--- src/rtl/dsi_pkg.sv ---
// Shared types and constants for the DSI transmit scheduler.
// State encoding, default gap/timeout lengths and lane-interface widths.
package dsi_pkg;

    typedef enum logic [2:0] {
        ST_IDLE,
        ST_LP_SETUP,
        ST_LP_XFER,
        ST_LP_HOLD,
        ST_HS_XFER,
        ST_HS_DRAIN,
        ST_GAP
    } dsi_state_t;

    localparam int DSI_GAP_CYCLES_DEF     = 8;
    localparam int DSI_TIMEOUT_CYCLES_DEF = 4096;
    localparam int DSI_DATA_W             = 32;
    localparam int DSI_STRB_W             = 4;

endpackage

--- src/rtl/dsi_rr_arbiter2.sv ---
// Two-input HS/LP arbiter: optional LP priority, otherwise round-robin
// on a registered last-served pointer.
module dsi_rr_arbiter2 (
    input  logic clk_sys,
    input  logic rst,
    input  logic req_hs,
    input  logic req_lp,
    input  logic lp_priority,
    input  logic take,
    output logic win_hs,
    output logic win_lp
);

    // 1 when LP was the last requester served; reset treats HS as last.
    logic last_lp;

    always_comb begin
        win_hs = 1'b0;
        win_lp = 1'b0;
        if (req_hs && req_lp) begin
            if (lp_priority || !last_lp) begin
                win_lp = 1'b1;
            end else begin
                win_hs = 1'b1;
            end
        end else if (req_lp) begin
            win_lp = 1'b1;
        end else if (req_hs) begin
            win_hs = 1'b1;
        end
    end

    always_ff @(posedge clk_sys or posedge rst) begin
        if (rst) begin
            last_lp <= 1'b0;
        end else if (take && (win_hs || win_lp)) begin
            last_lp <= win_lp;
        end
    end

endmodule

--- src/rtl/dsi_tx_scheduler.sv ---
// Schedules HS video and LP command packets onto the DSI lanes controller,
// with inter-packet gap, watchdog abort and clock-loss abort.
module dsi_tx_scheduler
    import dsi_pkg::*;
#(
    parameter int GAP_CYCLES     = DSI_GAP_CYCLES_DEF,
    parameter int TIMEOUT_CYCLES = DSI_TIMEOUT_CYCLES_DEF
) (
    input  logic                  clk_sys,
    input  logic                  rst,
    input  logic                  hs_req,
    input  logic [DSI_DATA_W-1:0] hs_data,
    input  logic [DSI_STRB_W-1:0] hs_strb,
    input  logic                  hs_last,
    output logic                  hs_data_rqst,
    input  logic                  lp_req,
    input  logic [DSI_DATA_W-1:0] lp_data,
    input  logic [DSI_STRB_W-1:0] lp_strb,
    input  logic                  lp_last,
    output logic                  lp_data_rqst,
    output logic [DSI_DATA_W-1:0] iface_write_data,
    output logic [DSI_STRB_W-1:0] iface_write_strb,
    output logic                  iface_write_rqst,
    output logic                  iface_last_word,
    output logic                  iface_lpm_en,
    input  logic                  iface_data_rqst,
    input  logic                  lines_active,
    input  logic                  clock_ready,
    input  logic                  sched_en,
    input  logic                  lp_priority,
    output logic                  busy,
    output logic                  abort_pulse,
    output logic                  grant_hs,
    output logic                  grant_lp
);

    localparam logic [7:0]  GAP_LOAD = 8'(GAP_CYCLES - 1);
    localparam logic [15:0] WDOG_MAX = 16'(TIMEOUT_CYCLES - 1);

    dsi_state_t  state;
    dsi_state_t  state_nxt;
    logic [7:0]  gap_cnt;
    logic [15:0] wdog_cnt;
    logic        grant_ok;
    logic        win_hs;
    logic        win_lp;
    logic        watched;
    logic        abort;

    assign grant_ok = sched_en && clock_ready && !lines_active;
    assign watched  = (state == ST_LP_XFER) || (state == ST_HS_XFER) || (state == ST_HS_DRAIN);
    // Clock loss is handled exactly like a watchdog expiry.
    assign abort       = watched && (!clock_ready || (!iface_data_rqst && (wdog_cnt == WDOG_MAX)));
    assign abort_pulse = abort;
    assign busy        = (state != ST_IDLE);

    dsi_rr_arbiter2 u_arb (
        .clk_sys     (clk_sys),
        .rst         (rst),
        .req_hs      (hs_req),
        .req_lp      (lp_req),
        .lp_priority (lp_priority),
        .take        ((state == ST_IDLE) && grant_ok),
        .win_hs      (win_hs),
        .win_lp      (win_lp)
    );

    always_ff @(posedge clk_sys or posedge rst) begin
        if (rst) begin
            state <= ST_IDLE;
        end else begin
            state <= state_nxt;
        end
    end

    // Gap counter loads on GAP entry; nothing but its own count ends the gap.
    always_ff @(posedge clk_sys or posedge rst) begin
        if (rst) begin
            gap_cnt <= 8'd0;
        end else if ((state_nxt == ST_GAP) && (state != ST_GAP)) begin
            gap_cnt <= GAP_LOAD;
        end else if ((state == ST_GAP) && (gap_cnt != 8'd0)) begin
            gap_cnt <= gap_cnt - 8'd1;
        end
    end

    always_ff @(posedge clk_sys or posedge rst) begin
        if (rst) begin
            wdog_cnt <= 16'd0;
        end else if (!watched || (state_nxt != state) || iface_data_rqst) begin
            wdog_cnt <= 16'd0;
        end else begin
            wdog_cnt <= wdog_cnt + 16'd1;
        end
    end

    always_comb begin
        state_nxt        = state;
        iface_write_data = '0;
        iface_write_strb = '0;
        iface_write_rqst = 1'b0;
        iface_last_word  = 1'b0;
        iface_lpm_en     = 1'b0;
        hs_data_rqst     = 1'b0;
        lp_data_rqst     = 1'b0;
        grant_hs         = 1'b0;
        grant_lp         = 1'b0;
        case (state)
            ST_IDLE: begin
                if (grant_ok && win_lp) begin
                    state_nxt = ST_LP_SETUP;
                end else if (grant_ok && win_hs) begin
                    state_nxt = ST_HS_XFER;
                end
            end
            ST_LP_SETUP: begin
                grant_lp     = 1'b1;
                iface_lpm_en = 1'b1;
                state_nxt    = ST_LP_XFER;
            end
            ST_LP_XFER: begin
                grant_lp         = 1'b1;
                iface_lpm_en     = 1'b1;
                iface_write_rqst = 1'b1;
                iface_write_data = lp_data;
                iface_write_strb = lp_strb;
                lp_data_rqst     = iface_data_rqst;
                if (abort || (lp_last && iface_data_rqst)) begin
                    iface_last_word = 1'b1;
                    state_nxt       = ST_LP_HOLD;
                end
            end
            ST_LP_HOLD: begin
                grant_lp     = 1'b1;
                iface_lpm_en = 1'b1;
                state_nxt    = ST_GAP;
            end
            ST_HS_XFER: begin
                grant_hs         = 1'b1;
                iface_write_rqst = 1'b1;
                iface_write_data = hs_data;
                iface_write_strb = hs_strb;
                hs_data_rqst     = iface_data_rqst;
                if (abort) begin
                    iface_last_word = 1'b1;
                    state_nxt       = ST_GAP;
                end else if (hs_last && iface_data_rqst) begin
                    iface_last_word = 1'b1;
                    state_nxt       = ST_HS_DRAIN;
                end
            end
            ST_HS_DRAIN: begin
                grant_hs = 1'b1;
                if (abort) begin
                    iface_last_word = 1'b1;
                    state_nxt       = ST_GAP;
                end else if (!lines_active) begin
                    state_nxt = ST_GAP;
                end
            end
            ST_GAP: begin
                if (gap_cnt == 8'd0) begin
                    state_nxt = ST_IDLE;
                end
            end
            default: state_nxt = ST_IDLE;
        endcase
    end

endmodule
--- config.mk ---
export PLATFORM = sky130hd
export DESIGN_NAME = dsi_tx_scheduler
export DESIGN_NICKNAME = d
export VERILOG_FILES = /design/src/rtl/dsi_pkg.sv /design/src/rtl/dsi_rr_arbiter2.sv /design/src/rtl/dsi_tx_scheduler.sv
export SDC_FILE = /design/constraint.sdc
export NUM_CORES = 1
export LEC_CHECK = 0
export BUFFER_PORTS_ARGS = -buffer_cell sky130_fd_sc_hd__buf_2
export CORE_MARGIN = 2
export CORE_UTILIZATION = 35
export DETAILED_ROUTE_END_ITERATION = 12
export PLACE_DENSITY = 0.68
export SLEW_MARGIN = 0
export SYNTH_ARGS = -nofsm -noshare
export SYNTH_HDL_FRONTEND = slang
export SYNTH_SLANG_ARGS = --single-unit
--- constraint.sdc ---
create_clock -name clk_sys -period 3.5 [get_ports clk_sys]
set_input_delay 0.7 -clock clk_sys [delete_from_list [all_inputs] [get_ports clk_sys]]
set_output_delay 0.7 -clock clk_sys [all_outputs]
set_load 0.02 [all_outputs]
-- Word-level counts from Yosys, hierarchy flattened
Cells that the tools add are included.
- register bits: 28
- input port bits: 83
- output and inout port bits: 45
- add/sub/neg operators: 2
- multiplexer cells: 31
- eq/ne operators: 10
- reduce and logical (&&, ||, !) cells: 34
- operator list (kind ; number):
    32-bit case mux with 2 select lines ; 1
    3-bit 2-to-1 mux ; 8
    3-bit case mux with 7 select lines ; 1
    16-bit by 1-bit adder with 16-bit output (second input constant) ; 1
    16-bit by 12-bit equality test with 1-bit output (second input constant) ; 1
    1-bit 2-to-1 mux ; 16
    16-bit 2-to-1 mux ; 1
    8-bit 2-to-1 mux ; 2
    1-bit logical AND ; 13
    3-bit equality test (second input constant) ; 4
    8-bit logical NOT ; 1
    1-bit logical OR ; 8
    4-bit case mux with 2 select lines ; 1
    8-bit nonzero test ; 1
    8-bit by 1-bit subtractor with 8-bit output (second input constant) ; 1
    3-bit by 2-bit equality test with 1-bit output (second input constant) ; 2
    1-bit logical NOT ; 5
    2-bit OR reduction ; 2
    3-bit by 1-bit equality test with 1-bit output (second input constant) ; 1
    3-bit logical NOT ; 1
    3-bit != test ; 1
    3-bit != test (second input constant) ; 1
    1-bit case mux with 3 select lines ; 1
    3-bit nonzero test ; 1
    other kinds (2) ; 2

-- Logic depth before layout (Yosys ltp)
- depth after elaboration: 12
- gate-level depth with buffers: 8
- depth with buffers taken out: 7

-- Hierarchy
A second synthesis with hierarchy kept.
- cell total of the unflattened synthesis: 245
- area total of the unflattened synthesis: 2130.8 sq um
- modules (own cells, without submodules) (module ; cells each ; sequential area each (sq um) ; area an instance (sq um) ; instances):
    dsi_tx_scheduler ; 236 ; 675.6 ; 2049.5 ; 1
    dsi_rr_arbiter2 ; 9 ; 25.0 ; 81.3 ; 1

-- Worst setup path after synthesis
Ideal clock, no wire load.
- path kind: input port to output port
- start point: input port iface_data_rqst
- end point: output port iface_last_word
- slack: 1.054 ns
- cell stages on the path: 4
- arrival: 1.746 ns
- path through: and4bb_1 > nand4_2 > a22oi_1 > a21o_1
- word-level cells in the longest chain between the ends: 7
- elaborated cells on any way between the ends: 12
- classes of those cells: mux: 5; reduce/logical: 7
- RTL lines (element ; RTL line ; text):
    from (decl) ; dsi_tx_scheduler.sv:26 ; input logic iface_data_rqst,
    1-bit logical NOT * ; dsi_tx_scheduler.sv:53 ; assign abort = watched && (!clock_ready || (!iface_data_rqst && (wdog_cnt == WDOG_MAX)));
    1-bit logical AND * ; dsi_tx_scheduler.sv:53 ;
    1-bit logical OR * ; dsi_tx_scheduler.sv:53 ;
    1-bit logical AND * ; dsi_tx_scheduler.sv:53 ;
    net abort_pulse ; dsi_tx_scheduler.sv:32 ; output logic abort_pulse,
    1-bit logical OR ; dsi_tx_scheduler.sv:128 ; if (abort || (lp_last && iface_data_rqst)) begin
    1-bit 2-to-1 mux ; dsi_tx_scheduler.sv:128 ;
    1-bit case mux with 3 select lines * ; dsi_tx_scheduler.sv:108 ; case (state)
    to (decl) ; dsi_tx_scheduler.sv:24 ; output logic iface_last_word,
The timed path passes the listed nets; every way through them passes the cells marked *.

-- Worst setup path in the final report
- start point: register state[2]
- end point: output port iface_last_word
- word-level cells in the longest chain between the ends: 7
- elaborated cells on any way between the ends: 11
- classes of those cells: eq/ne: 3; mux: 4; reduce/logical: 4
- RTL lines (element ; RTL line ; text):
    from (decl) ; dsi_tx_scheduler.sv:40 ; dsi_state_t state;
    from (signal assigned) ; dsi_tx_scheduler.sv:72 ; state <= state_nxt;
    3-bit by 2-bit equality test with 1-bit output / 3-bit equality test (equally long branches) ; dsi_tx_scheduler.sv:51, dsi_tx_scheduler.sv:108 ;
    1-bit logical OR (2 in series) ; dsi_tx_scheduler.sv:51 ; assign watched = (state == ST_LP_XFER) || (state == ST_HS_XFER) || (state == ST_HS_DRAIN);
    1-bit logical AND ; dsi_tx_scheduler.sv:53 ;
    1-bit logical OR ; dsi_tx_scheduler.sv:128 ;
    1-bit 2-to-1 mux ; dsi_tx_scheduler.sv:128 ;
    1-bit case mux with 3 select lines * ; dsi_tx_scheduler.sv:108 ;
Mark *: on every way between the ends. The rest lies on a longest branch, timed or not.

==> impl_metrics.toml <==
[sta]
tightestPinTransition_ps = 1070
finalSetupViolations = 0
setup_tns_ps = 0
rsz0062_at_grt = "no"
slew_headroom_pct = 28.7
period_minus_slack_ps = 2650
fmax_ghz = 0.378
skew_ps = 3.06
slew_violations = 0
hold_violations = 0
finalCritPeriodShare_pct = 75.6

[drt]
wl_per_cell_um = 14.7
routed_via_density = 5.11
vias = 2084
drtIter0Drc = 82
wl_um = 6010
drtAntennaViolNets = 0
drc = 0
first_pass_iters = 6

[clocking]
cts_tree = "built"
clockBufferDepth = 2
post_cts_resized = 0
cts_hold_buffers = 0
htree_levels = 1
cts_made_buffers = 3
cts.sink_count = 28
clk_latency_ps = 280
cts_setup_buffers = 0
clkSlewWorstSetupHoldPaths_ps = 100
clock-root-buffer = "clkbuf_8"

[logic_synthesis]
synthAdderAreaFrac_pct = 1.89
syn_area_sq_mm = 0.00199
synth_top_family_by_area = "simple AND/OR/NAND/NOR gates"
synth_ff_type = "dfrtp_1"
synthSimpleGateAreaFrac_pct = 24.9
syn_inst = 219
netlist-cell-type-count = 43
synth_fp_nets = 305
synth_compound_area_share_pct = 23.3
yosys-top-cells-area = "dfrtp_1 (35%), a22o_1 (17%), xor2_1 (5.7%)"
synth_edf_count = 0
synth-xor-area-share_pct = 8.82
synth_top_area_share_pct = 35.3
synth_top_area_cell = "dfrtp_1"
synthMuxAreaShare_pct = 0
seq_area_frac_synth_pct = 35.3
synth_seq_cells = 28
ys_warn_count = 0
synth.avg_cell_area_sq_um = 9.07
synth-async-reset-ratio_pct = 100

[floorplanning]
die_w_um = 79.3
core_sq_mm = 0.00551
pin_count = 128
initial_core_util_pct = 36.1
rows = 27
design.die.area_sq_mm = 0.00630
die_y_um = 79.3

[setup_path]
path_delay_family = "buffers and inverters"
critPathKind = "flip-flop to primary output"
rr_worst_depth = 6
slowest_delay_ps = 550
r2r_slack_ps = 1420
crit_chain = "inv_1, nor3_2, buf_4, a22o_1, a21o_1, buf_2"
timing.critical_path.to = "iface_last_word"
worstReg2RegEnd = "wdog_cnt[14]$_DFF_PP0_"
crit_cells = 6
crit_start = "state[2]$_DFF_PP0_"
cp.arrival_ps = 1950
worstPathMaxFanout = 38
crit_buf_inv = 3
reg2reg_from = "state[0]$_DFF_PP0_"
cp-end-kind = "primary output"
start_kind = "flip-flop"
worst_path_max_delay_cell = "dfrtp_1"
crit_required_ps = 2800

[finish]
seq_area_sq_um = 701
antenna_cells = 0
drive_gt1_share_pct = 43.2
layout_common_cells = "buf_2 (127), a22o_1 (38), nor2_1 (28), dfrtp_1 (28), nand2_1 (18)"
fillers = 527
area_delta_synth_final_pct = 36.0
layout.nets = 423
multi_input_area_sq_mm = 0.00118
layout_commonest_cell = "buf_2"

[run]
cap_violations = 0

[global_route]
track_usage_pct = 18.4
use_met2_pct = 27.3
grt_max_degree = 39
grt_pass1_vias = 1899
grt_pass1_wl_um = 9370
met3_usage_pct = 5.57
overflow = 0
grt_most_used_layer = "met2"
use_met1_pct = 26.1
antenna_found_initial = 2

[placed_design]
port_buffers = 127
gp_congestion = 0.801
dpl.hpwl_um = 4690

[pwr]
peakVddDrop_mv = 0.396
power_density_mw_per_mm2 = 638
swShare_pct = 49.1
p_seq_share_pct = 25.2
leakage_uw = 0.00145
p_int_uw = 877
p_comb_share_pct = 62.6
finalPower_uw = 1720
pwr-share-clk_pct = 12.1
netSwitchingPower_uw = 846

[outcome]
status = "complete, no violations"

[worst_hold_path]
min_path_type = "flip-flop to flip-flop"
-- metal layers --
metal  wire, um  share of wire, %
met4         61               1.0
met1       2680                45
met5         24              0.40
met2       2820                47
met3        415               6.9
-- state kept, by name, summed over array words and instances (netlist names) --
signal,cells
state,3
u_arb.last_lp,1
gap_cnt,8
wdog_cnt,16
-- how the worst min path moves through the flow --
stage                          startpoint                     to  slack (ps)  cells after the start
CTS                 wdog_cnt[0]$_DFF_PP0_  wdog_cnt[0]$_DFF_PP0_         490                      1
finish              wdog_cnt[0]$_DFF_PP0_  wdog_cnt[0]$_DFF_PP0_         490                      1
detailed placement  wdog_cnt[0]$_DFF_PP0_  wdog_cnt[0]$_DFF_PP0_         470                      1
floorplan           wdog_cnt[0]$_DFF_PP0_  wdog_cnt[0]$_DFF_PP0_         440                      1
global route        wdog_cnt[0]$_DFF_PP0_  wdog_cnt[0]$_DFF_PP0_         530                      1
global placement    wdog_cnt[0]$_DFF_PP0_  wdog_cnt[0]$_DFF_PP0_         470                      1
-- cell type report --
class | instances | area share (%)
Clock buffer | 4 | 2.04
Sequential cell | 28 | 25.9
Timing Repair Buffer | 129 | 24.1
Multi-Input combinational cell | 168 | 43.6
Inverter | 7 | 0.973
Tap cell | 72 | 3.33
-- kinds of logic after synthesis --
logic type | after synthesis
XOR/XNOR | 20
flip-flops | 28
AO/OA/AOI/OAI | 54
buffers and inverters | 23
AND/OR/NAND/NOR | 91
adder cells (fa/ha/maj) | 3
-- cell usage after synthesis (2+ instances only) --
cell type  number
a22o_1         38
nor2_1         29
dfrtp_1        28
nand2_1        18
xor2_1         13
nand3_1         9
buf_2           8
inv_1           7
xnor2_1         7
nand2b_1        6
and3_1          5
a21oi_1         4
clkbuf_1        4
nand4_1         4
and4_1          3
ha_1            3
nor3_1          3
o21ai_0         3
a211o_1         2
buf_6           2
-- through the flow --
step	area, sq um	utilization [%]	worst slack, ps	hold slack (ps)	instances
finish	2700	49.1	853	488	408
global route	2700	49.1	678	528	408
CTS	2700	49.1	860	488	408
detailed placement	2650	48.1	1060	474	404
global placement	2650	48.1	1090	467	404
floorplan	1990	-	1050	444	219
-- power by group through the flow --
stage                     logic [uW]  clock network (uW)  registers [uW]
final                           1080                 209             435
after global routing            1170                 226             444
after CTS                       1090                 212             434
after detailed placement        1080                   0             440
after global placement          1080                   0             439
after floorplan                  806                   0             404
Power figures use the tool's default switching activity.
